--- src/rtl/mbi_cfg_seq.sv ---
// mbi_cfg_seq: programs NUM_CFG LED-driver config words as PREA/RCFG command pairs with timeout, retry and abort
module mbi_cfg_seq #(
  parameter int NUM_CFG     = 3,
  parameter int ADDR_W      = 3,
  parameter int PREA_EN     = 1,
  parameter int TIMEOUT_CYC = 1024,
  parameter int MAX_RETRY   = 2
) (
  input  logic              CLK,
  input  logic              RESET,
  input  logic              REQUEST_IN,
  input  logic              ABORT,
  input  logic              IF_READY,
  input  logic              CMD_DONE,
  output logic [ADDR_W-1:0] CFG_WORD_ADDR,
  output logic              REQUEST_TO_SEND_PREA_CMD,
  output logic              REQUEST_TO_SEND_RCFG_CMD,
  output logic              READY,
  output logic              ACTIVE,
  output logic              DONE,
  output logic              ERROR,
  output logic [3:0]        RETRY_CNT
);
  localparam int WW = TIMEOUT_CYC > 1 ? $clog2(TIMEOUT_CYC) : 1;
  localparam int RW = $clog2(MAX_RETRY + 2);
  localparam logic [ADDR_W-1:0] LAST     = ADDR_W'(NUM_CFG - 1);
  localparam logic [WW-1:0]     TMO_LAST = WW'(TIMEOUT_CYC > 0 ? TIMEOUT_CYC - 1 : 0);
  localparam logic [RW-1:0]     RMAX     = RW'(MAX_RETRY);
  typedef enum logic [2:0] {
    S_IDLE, S_PREA, S_WAIT_PREA, S_RCFG, S_WAIT_RCFG, S_DONE, S_FAIL
  } state_t;
  localparam state_t S_START = PREA_EN != 0 ? S_PREA : S_RCFG;
  state_t            r_state;
  logic [ADDR_W-1:0] r_idx;
  logic [WW-1:0]     r_wait_cnt;
  logic [RW-1:0]     r_retry_reg;
  logic [3:0]        r_retry_cnt;
  logic              r_prea;
  logic              r_rcfg;
  logic              r_ready;
  logic              r_active;
  logic              r_done;
  logic              r_error;
  logic              w_tmo;
  assign w_tmo                    = (TIMEOUT_CYC != 0) && (r_wait_cnt == TMO_LAST);
  assign CFG_WORD_ADDR            = r_idx;
  assign REQUEST_TO_SEND_PREA_CMD = r_prea;
  assign REQUEST_TO_SEND_RCFG_CMD = r_rcfg;
  assign READY                    = r_ready;
  assign ACTIVE                   = r_active;
  assign DONE                     = r_done;
  assign ERROR                    = r_error;
  assign RETRY_CNT                = r_retry_cnt;
  // sequencer: walks the index down from NUM_CFG-1, one command pair per word; abort beats done/timeout, done beats timeout
  always_ff @(posedge CLK or posedge RESET) begin
    if (RESET) begin
      r_state     <= S_IDLE;
      r_idx       <= LAST;
      r_wait_cnt  <= '0;
      r_retry_reg <= '0;
      r_retry_cnt <= '0;
      r_prea      <= 1'b0;
      r_rcfg      <= 1'b0;
      r_ready     <= 1'b1;
      r_active    <= 1'b0;
      r_done      <= 1'b0;
      r_error     <= 1'b0;
    end else begin
      r_prea <= 1'b0;
      r_rcfg <= 1'b0;
      r_done <= 1'b0;
      if (ABORT && r_state != S_IDLE) begin
        r_state  <= S_IDLE;
        r_ready  <= 1'b1;
        r_active <= 1'b0;
      end else begin
        case (r_state)
          S_IDLE: if (REQUEST_IN) begin
            r_state     <= S_START;
            r_ready     <= 1'b0;
            r_active    <= 1'b1;
            r_idx       <= LAST;
            r_error     <= 1'b0;
            r_retry_cnt <= '0;
            r_retry_reg <= '0;
          end
          S_PREA: if (IF_READY) begin
            r_prea     <= 1'b1;
            r_state    <= S_WAIT_PREA;
            r_wait_cnt <= '0;
          end
          S_RCFG: if (IF_READY) begin
            r_rcfg     <= 1'b1;
            r_state    <= S_WAIT_RCFG;
            r_wait_cnt <= '0;
          end
          S_WAIT_PREA, S_WAIT_RCFG: begin
            r_wait_cnt <= r_wait_cnt + WW'(1);
            if (CMD_DONE) begin
              if (r_state == S_WAIT_PREA) r_state <= S_RCFG;
              else if (r_idx != '0) begin
                r_idx       <= r_idx - ADDR_W'(1);
                r_retry_reg <= '0;
                r_state     <= S_START;
              end else begin
                r_state <= S_DONE;
                r_done  <= 1'b1;
              end
            end else if (w_tmo) begin
              if (r_retry_reg < RMAX) begin
                r_retry_reg <= r_retry_reg + RW'(1);
                r_retry_cnt <= r_retry_cnt + {3'b0, r_retry_cnt != 4'hF};
                r_state     <= S_START;
              end else begin
                r_state <= S_FAIL;
                r_error <= 1'b1;
              end
            end
          end
          S_DONE, S_FAIL: begin
            r_state  <= S_IDLE;
            r_ready  <= 1'b1;
            r_active <= 1'b0;
          end
          default: r_state <= S_IDLE;
        endcase
      end
    end
  end
endmodule

--- config.mk ---
export PLATFORM = sky130hd
export DESIGN_NAME = mbi_cfg_seq
export DESIGN_NICKNAME = d
export VERILOG_FILES = /design/src/rtl/mbi_cfg_seq.sv
export SDC_FILE = /design/constraint.sdc
export NUM_CORES = 1
export LEC_CHECK = 0
export ABC_AREA = 1
export ABC_CLOCK_PERIOD_IN_PS = 1500
export BUFFER_PORTS_ARGS = -buffer_cell sky130_fd_sc_hd__buf_2
export CAP_MARGIN = 15
export CORE_AREA = 2 2 61 63
export CTS_CLUSTER_DIAMETER = 120
export DETAILED_ROUTE_END_ITERATION = 7
export DIE_AREA = 0 0 63 65
export GPL_TIMING_DRIVEN = 0
export PLACE_DENSITY = 0.73
export SYNTH_ARGS = -nofsm -noshare
export SYNTH_HDL_FRONTEND = slang
export SYNTH_SLANG_ARGS = --single-unit
--- constraint.sdc ---
create_clock -name CLK -period 1.5 [get_ports CLK]
set_clock_uncertainty 0.2 [all_clocks]
set_input_delay 0.075 -clock CLK [delete_from_list [all_inputs] [get_ports CLK]]
set_output_delay 0.075 -clock CLK [all_outputs]
set_load 0.01 [all_outputs]
==> results of run 1 <==
-- Yosys cell counts --
master     n
o21a_1     1
nand2_4    1
dfstp_2    2
a21oi_1    4
nor2_2     3
nand4_1    5
o21ai_1   11
nor3_1     1
nor2_1    22
inv_4      1
inv_1     16
a21o_1     1
nand2_2    4
xor2_1     3
nand3_1   24
ha_1       5
nand2_8    1
o21ai_2    2
nand3b_1   2
a31o_2     1
o21ai_0    6
nand3_2    1
o21bai_1   1
buf_2      1
o31ai_1    1
nand2_1   65
inv_2      4
dfrtp_1   26
buf_6      3
nand3_4    1
nor2_4     3
or2_2      3
-- worst max-delay path: stages, from the launching register on --
cell and delay, ns:
dfrtp_2 0.50, inv_2 0.10, nor2_2 0.05, inv_2 0.08, nor2_2 0.04, inv_2 0.06, nand2_2 0.06, nor2_4 0.18
inv_4 0.08, clkbuf_16 0.17, nand2_4 0.05, o21ai_2 0.05
-- worst min-delay path by stage --
stage | start | to | slack, ns | depth (start not counted)
3_5_place_dp | IF_READY | REQUEST_TO_SEND_RCFG_CMD | 0.15 | 3
3_3_place_gp | IF_READY | REQUEST_TO_SEND_RCFG_CMD | 0.14 | 3
4_1_cts | RESET | RETRY_CNT[3] | -0.18 | 2
5_1_grt | RESET | r_wait_cnt[2] | 0.17 | 3
2_1_floorplan | RESET | ACTIVE | -0.06 | 1
6_report | RESET | RETRY_CNT[2] | 0.15 | 3
-- layer usage --
layer	vias up	track usage
met2	36	0.3471
met3	8	0.02083
met1	778	0.2542
met4	0	0.04167
li1	844	-
met5	-	0
-- kinds of logic after synthesis --
family | count (synthesis)
AND/OR/NAND/NOR | 136
AO/OA/AOI/OAI | 28
flip-flops | 28
buffers and inverters | 25
adder cells (fa/ha/maj) | 5
XOR/XNOR | 3
-- power by group through the flow --
stage               clock network, mW  logic, mW  registers (mW)
finish                          0.337       2.71            1.09
global route                    0.371       2.96            1.11
global placement                    0       1.70            1.10
CTS                             0.342       2.12            1.08
floorplan                           0       1.33            1.12
detailed placement                  0       1.73            1.10
-- repair_timing --
| item | in CTS | in global routing |
|---|---|---|
| hold buffers | 3 | 2 |
| pin swaps | 8 | 5 |
| endpoints found under the hold margin | 37 | 15 |
| buffers inserted | 13 | 10 |
| endpoints found under the setup margin | 24 | 26 |
| gates cloned | 0 | 2 |
| gates resized for setup | 21 | 34 |
-- cell type report --
cell class / count / area (um2) / share of cell area
Inverter: 21 / 86.33 / 0.03555
Clock buffer: 4 / 26.28 / 0.01082
Buffer: 4 / 52.55 / 0.02164
Timing Repair Buffer: 49 / 381.6 / 0.1571
Tap cell: 48 / 60.06 / 0.02473
Multi-Input combinational cell: 172 / 1114 / 0.4585
Sequential cell: 28 / 708.2 / 0.2916
-- metrics by stage --
stage                     area (um2)  utilization  hold slack [ns]  setup TNS [ns]  instances
after floorplan                 1774            -         -0.06121          -1.116        225
after global placement          1924       0.5505           0.1449          -4.444        291
after detailed placement        1924       0.5505           0.1486          -5.032        291
after CTS                       2148       0.6145          -0.1753          -2.816        311
after global routing            2429       0.6947           0.1700          -5.395        326
final                           2429       0.6947           0.1469          -3.418        326
==> metrics.cfg, run 1 <==
[synth]
seq_area_frac_synth=0.4072
yosys.area.top_type=dfrtp_1
synth_nets=236
synth-simple-area-share=0.3783
postSynthAreaPerCell_um2=7.674
synth_warnings=0
yosys.area.top_type_share=0.3768
synth_mux_area_frac=0
ys_ff_latch=28
synth_top_family_by_area=simple AND/OR/NAND/NOR gates
ys_types=32
synth_cells=225
synth-adder-area-share=0.03623
synthXorXnorAreaFrac=0.01522
synth_area_leaders=dfrtp_1, nand2_1, nand3_1
syn_area_mm2=0.001727
synth_compound_area_frac=0.09348

[sta]
timing.fmax_ghz=0.5921
slew_headroom=0.5879
hold_violations=0
slew_violations=0
setup_ws_ns=-0.1890
setup_viol=23
rsz0062_at_grt=true
period_share=1.126
post-route-min-period_ns=1.689
tightest_slew_ns=0.6175

[place]
numPortBuffers=18
dp_hpwl_mm=2.592
gp_congestion=0.8596
preCtsSetupSlack_ns=-0.2642

[cells_and_area]
final_cell_mix=nand2_1, dfrtp_1, buf_4
area_growth_pct=40.65
nFillCells=291
drive_gt1_frac=0.4317
antennaDiodeCount=0
largest_register_ffs=10
finalNetCount=290
largest-register=r_wait_cnt
layout_commonest_cell=nand2_1

[clock_network]
cts_root_buf=clkbuf_4
clk_latency_ns=0.33
clk_pin_slew_ns=0.16
cts_tree=built
cts_num_sinks=28
clock_tree.buffer_depth=2
numCtsBuffers=3
h-tree-depth=1

[detailed_routing]
ant_nets=0
met3_length_um=127
drt_iter0_markers=92
drc=0
post_drt_wl_per_cell_um=12.88
wirelength_mm=4.198
top_layer_used=met4
vias=1666
wl_met1_mm=1.888
dr.pass1.iters=4
via_per_inst=5.110
routed-wl-met2_mm=2.117

[power_and_ir_drop]
ir_worst_vdd_mv=1.077
power.total_mw=4.133
p_sw_mw=1.903
p_comb_frac=0.655
pwr-share-clk=0.081
power.density_mw_per_mm2=1702
swShare=0.4605
p_seq_frac=0.263
p_int_mw=2.230
leakage_nw=1.148

[setup_path]
start_kind=flip-flop
r2r_slack_ns=-0.19
crit_path_end=r_wait_cnt[2]
r2r-start=r_state[0]
path_class=flip-flop to flip-flop
crit_path_end_kind=flip-flop
rr_endpoint=r_wait_cnt[2]
arrival_ns=1.73
cp_max_fo=6
required_ns=1.55
startpoint=r_state[0]
r2r_cells=11

[run_status]
outcome=finished, violations left
violations=negative setup slack

[floorplanning]
io-pin-count=19
die_h_um=65
floorplan.initialDensity=0.4939
num_rows=22
dieArea_mm2=0.004095
core_mm2=0.003496
die_x_um=63

[global_routing]
track_usage=0.1943
grt_pass1_wl_mm=6.320
grt-ovfl-total=0
grt_max_degree=29
antenna_found_initial=0
grt_pass1_vias=1440

[min_path]
holdCritPathClass=input port to async pin

[run]
drv_cap=0

(Power assumes the default switching activity.)
==> inputs of run 2 (changes only) <==
--- a/config.mk
+++ b/config.mk
@@ -15,6 +15,8 @@
 export DIE_AREA = 0 0 63 65
 export GPL_TIMING_DRIVEN = 0
 export PLACE_DENSITY = 0.73
+export SKIP_CTS_REPAIR_TIMING = 1
+export SLEW_MARGIN = 20
 export SYNTH_ARGS = -nofsm -noshare
 export SYNTH_HDL_FRONTEND = slang
 export SYNTH_SLANG_ARGS = --single-unit
==> run 2 against run 1 <==
- the flow still finishes with violations (negative setup slack)
- critical path type unchanged
- worst setup slack got worse by 0.075 ns
- sequential share of layout area increased by 2.5 points
- largest cell class unchanged
- critical path depth decreased by 1
- via count decreased by 2.9%
==> metrics.cfg, run 2 (synthesis results as in run 1) <==
[detailed_routing]
dr.pass1.iters=4  ; unchanged
via_per_inst=5.056  ; -1.1%
ant_nets=0  ; unchanged
vias=1618  ; -2.9%
drt_iter0_markers=72  ; -22%
post_drt_wl_per_cell_um=12.08  ; -6.2%
wirelength_mm=3.867  ; -7.9%
drc=0  ; unchanged

[clock_network]
clock_tree.buffer_depth=2  ; unchanged
clk_pin_slew_ns=0.17  ; about the same
numCtsBuffers=3  ; unchanged
clk_latency_ns=0.33  ; about the same
cts_tree=built
h-tree-depth=1  ; unchanged
cts_num_sinks=28  ; unchanged
cts_root_buf=clkbuf_4

[setup_path]
max_stage_delay_ns=0.40  ; -0.10 ns
arrival_ns=1.80  ; +0.07 ns
path_class=flip-flop to flip-flop
cp_max_fo=10  ; +4
required_ns=1.53  ; -0.02 ns
crit_path_top_delay_cell=dfrtp_1
crit_chain=buf_6, nor2_4, nand2_4, nand2_8, nand2_4, nor2_4, inv_4, buf_8, nand2_1, nand2_1
crit_path_end_kind=flip-flop
start_kind=flip-flop

[run_status]
outcome=finished, violations left
violations=negative setup slack

[sta]
tightest_slew_ns=0.5982  ; -0.01935 ns
timing.fmax_ghz=0.5670  ; -4.2%
hold_violations=0  ; unchanged
hold_ws_ns=0.07432  ; -0.07258 ns
final.setup.tns_ns=-4.776  ; -1.358 ns
period_share=1.176  ; +0.04988
slew_violations=0  ; unchanged
slew_headroom=0.6006  ; +0.01277
rsz0062_at_grt=true
post-route-min-period_ns=1.764  ; +0.07482 ns
setup_ws_ns=-0.2638  ; -0.07482 ns
setup_viol=24  ; +4.3%

[global_routing]
track_usage=0.1759  ; -0.01841
grt_max_degree=29  ; unchanged
grt-ovfl-total=0  ; unchanged
grt_pass1_wl_mm=5.740  ; -9.2%
grt_pass1_vias=1325  ; -8.0%
antenna_found_initial=0  ; unchanged

[cells_and_area]
antennaDiodeCount=0  ; unchanged
drive_gt1_frac=0.3529  ; -0.07871
largest_register_ffs=10  ; unchanged
instances_no_fill=320  ; -1.8%
final_cell_mix=nand2_1, dfrtp_1, nand3_1
largest-register=r_wait_cnt
post-route-util=0.6392  ; -0.05548
layout_commonest_cell=nand2_1
area_growth_pct=29.42
finalNetCount=284  ; -2.1%

[place]
gp_congestion=0.8596  ; unchanged
numPortBuffers=18  ; unchanged
dp_hpwl_mm=2.592  ; unchanged
dp_cells=291  ; unchanged

[power_and_ir_drop]
ir_worst_vdd_mv=0.8958  ; -17%
power.density_mw_per_mm2=1642  ; -3.5%
leakage_nw=1.050  ; -8.5%
power.total_mw=3.670  ; -11%

[floorplanning]
io-pin-count=19  ; unchanged
core_mm2=0.003496  ; unchanged
num_rows=22  ; unchanged
die_h_um=65  ; unchanged
die_x_um=63  ; unchanged
floorplan.initialDensity=0.4939  ; unchanged
dieArea_mm2=0.004095  ; unchanged

[run]
drv_cap=0  ; unchanged

[min_path]
holdCritPathClass=input port to flip-flop

-- run 2: worst paths after layout --
kind                                       start               end  slack, ns  cells after the start
worst max register to register        r_state[1]     r_wait_cnt[3]      -0.26                     10
worst min register to register  CFG_WORD_ADDR[1]  CFG_WORD_ADDR[1]       0.30                      2
max in group asynchronous                  RESET        r_state[0]       0.52                      3
min in group asynchronous                  RESET      RETRY_CNT[0]       0.14                      3
worst max-delay path                  r_state[1]     r_wait_cnt[3]      -0.26                     10
worst min-delay path                    CMD_DONE    r_retry_reg[1]       0.07                      6
-- run 2: cell type report --
| type | count | area, um2 |
|---|---|---|
| fill | 325 | 1261 |
| multi-input combinational | 172 | 1022 |
| sequential | 28 | 708.2 |
| timing repair buffer | 43 | 287.8 |
| inverter | 21 | 81.33 |
| tap | 48 | 60.06 |
| buffer | 4 | 48.80 |
| clock buffer | 4 | 26.28 |
-- run 2: metrics by stage --
step,worst slack [ns],instance area [um2]
after floorplan,-0.08690,1774
after global placement,-0.2383,1924
after detailed placement,-0.2642,1924
after CTS,-0.2761,1951
after global routing,-0.3452,2235
final,-0.2638,2235
-- run 2: power breakdown --
group	total, mW	internal [mW]	switching (mW)
Combinational	2.25	0.944	1.30
Sequential	1.09	0.934	0.152
Clock	0.337	0.104	0.233
Total	3.67	1.98	1.69
-- run 2: worst max-delay path, delay by kind of cell (launching register included) --
kind	cells	cell delay, ns
flip-flops	1	0.40
AND/OR/NAND/NOR	7	0.73
buffers and inverters	3	0.34
-- run 2: layer usage --
layer  track usage  part of all wire
met5             0                 0
met2        0.2992              0.49
met4       0.04167            0.0065
met3       0.02083             0.034
met1        0.2397              0.47
==> inputs of run 3 (changes only) <==
--- a/config.mk
+++ b/config.mk
@@ -14,7 +14,7 @@
 export DETAILED_ROUTE_END_ITERATION = 7
 export DIE_AREA = 0 0 63 65
 export GPL_TIMING_DRIVEN = 0
-export PLACE_DENSITY = 0.73
+export PLACE_DENSITY = 0.8
 export SKIP_CTS_REPAIR_TIMING = 1
 export SLEW_MARGIN = 20
 export SYNTH_ARGS = -nofsm -noshare
==> run 3 against run 2 <==
- sequential cell count did not move
- power rose by 13%
- count of clock-buffer cells in the layout down 1
- combinational power rose by 13%
- critical path depth did not move
- global-route usage about the same
- the run still ends with negative setup slack left
- non-clock buffer count is 3 lower
- design area grew 3.5%
- largest power group unchanged
==> metrics.cfg, run 3 (synthesis results as in run 1) <==
[run_status]
outcome=finished, violations left
violations=negative setup slack

[min_path]
min_to=r_state[2]
whs_path_depth=6  ; unchanged
holdCritPathClass=input port to flip-flop
holdCritStartpoint=REQUEST_IN

[run]
drv_cap=0  ; unchanged

[floorplanning]
num_rows=22  ; unchanged
dieArea_mm2=0.004095  ; unchanged
floorplan.initialDensity=0.4939  ; unchanged
die_h_um=65  ; unchanged
io-pin-count=19  ; unchanged
core_mm2=0.003496  ; unchanged
die_x_um=63  ; unchanged

[clock_network]
h-tree-depth=1  ; unchanged
clock_tree.buffer_depth=2  ; unchanged
cts_tree=built
numCtsBuffers=3  ; unchanged
cts_root_buf=clkbuf_4
clk_pin_slew_ns=0.17  ; about the same
clk_latency_ns=0.34  ; about the same
cts_num_sinks=28  ; unchanged

[sta]
setup_viol=25  ; +4.2%
tightest_slew_ns=0.5880  ; -0.01018 ns
hold_ws_ns=0.06165  ; -0.01267 ns
setup_ws_ns=-0.2631  ; +0.0006550 ns
hold_violations=0  ; unchanged
timing.fmax_ghz=0.5672  ; about the same
slew_violations=0  ; unchanged
period_share=1.175  ; about the same
final.setup.tns_ns=-4.554  ; +0.2221 ns
post-route-min-period_ns=1.763  ; -0.0006550 ns
slew_headroom=0.6074  ; +0.006793
rsz0062_at_grt=true

[power_and_ir_drop]
p_comb_frac=0.613  ; about the same
ir_worst_vdd_mv=1.074  ; +20%
pwr-share-clk=0.123  ; +0.031
p_seq_frac=0.264  ; -0.032
leakage_nw=1.086  ; +3.4%
power.density_mw_per_mm2=1798  ; +9.5%
p_sw_mw=1.856  ; +9.9%
p_int_mw=2.303  ; +16%
swShare=0.4463  ; -0.01367
power.total_mw=4.158  ; +13%

[place]
place_area_mm2=0.001924  ; unchanged
numPortBuffers=18  ; unchanged
preCtsSetupSlack_ns=-0.2425  ; +0.02166 ns
gp_congestion=0.8301  ; -3.4%
dp_cells=291  ; unchanged
dp_hpwl_mm=2.479  ; -4.3%

[global_routing]
track_usage=0.1756  ; -0.0002841
grt_pass1_wl_mm=5.837  ; +1.7%
grt_pass1_vias=1283  ; -3.2%
grt-ovfl-total=0  ; unchanged
antenna_found_initial=0  ; unchanged
grt_max_degree=29  ; unchanged

[setup_path]
r2r-start=r_state[1]
path_class=flip-flop to flip-flop
r2r_cells=10  ; unchanged
arrival_ns=1.82  ; +0.02 ns
r2r_slack_ns=-0.26  ; about the same
cp_max_fo=8  ; -2
required_ns=1.56  ; +0.03 ns
startpoint=r_state[1]
rr_endpoint=r_wait_cnt[5]
start_kind=flip-flop
crit_path_end_kind=flip-flop

[cells_and_area]
antennaDiodeCount=0  ; unchanged
post-route-util=0.6614  ; +0.02219
drive_gt1_frac=0.3941  ; +0.04111
largest_register_ffs=10  ; unchanged
finalNetCount=281  ; -1.1%
fin_area_mm2=0.002312  ; +3.5%
area_growth_pct=33.91
instances_no_fill=317  ; -0.94%
largest-register=r_wait_cnt
final_cell_mix=nand2_1, dfrtp_1, nor2_1, nand3_1, buf_2
layout_commonest_cell=nand2_1

[detailed_routing]
vias=1633  ; +0.93%
via_per_inst=5.151  ; +1.9%
wirelength_mm=4.067  ; +5.2%
ant_nets=0  ; unchanged
post_drt_wl_per_cell_um=12.83  ; +6.2%
drc=0  ; unchanged
dr.pass1.iters=4  ; unchanged
drt_iter0_markers=66  ; -8.3%

run 3: power groups by stage:
stage	Sequential, mW	Clock (mW)	Combinational, mW
CTS	1.09	0.514	1.73
finish	1.10	0.511	2.55
floorplan	1.12	0	1.33
global route	1.12	0.541	2.77
global placement	1.10	0	1.69
detailed placement	1.10	0	1.72
run 3: layer usage:
layer | track usage | wire length [um]
met5 | 0 | 0
met4 | 0.05000 | 39
met3 | 0.01042 | 110
met2 | 0.2806 | 2088
met1 | 0.2569 | 1829
run 3: how the worst max path moves through the flow:
stage | to | slack (ns) | cells after the start
detailed placement | r_wait_cnt[9] | -0.24 | 11
global route | RETRY_CNT[0] | -0.33 | 8
CTS | RETRY_CNT[0] | -0.27 | 7
floorplan | RETRY_CNT[2] | -0.09 | 6
finish | r_wait_cnt[5] | -0.26 | 10
global placement | r_wait_cnt[9] | -0.22 | 11
run 3: final cells by class:
cell class | instances | area (um2)
Fill cell | 269 | 1184
Multi-Input combinational cell | 172 | 1062
Inverter | 21 | 86.33
Clock inverter | 1 | 30.03
Sequential cell | 28 | 709.4
Tap cell | 48 | 60.06
Clock buffer | 3 | 22.52
Timing Repair Buffer | 40 | 292.8
Buffer | 4 | 48.80
run 3: critical path, stage by stage, from the launching register on:
cell and delay (ns):
dfrtp_1 0.40, buf_6 0.14, nor2_4 0.14, nand2_4 0.10, nand2_8 0.10, nand2_4 0.06, nor2_4 0.20, inv_4 0.08
clkbuf_16 0.17, nand2_2 0.05, o21ai_1 0.05
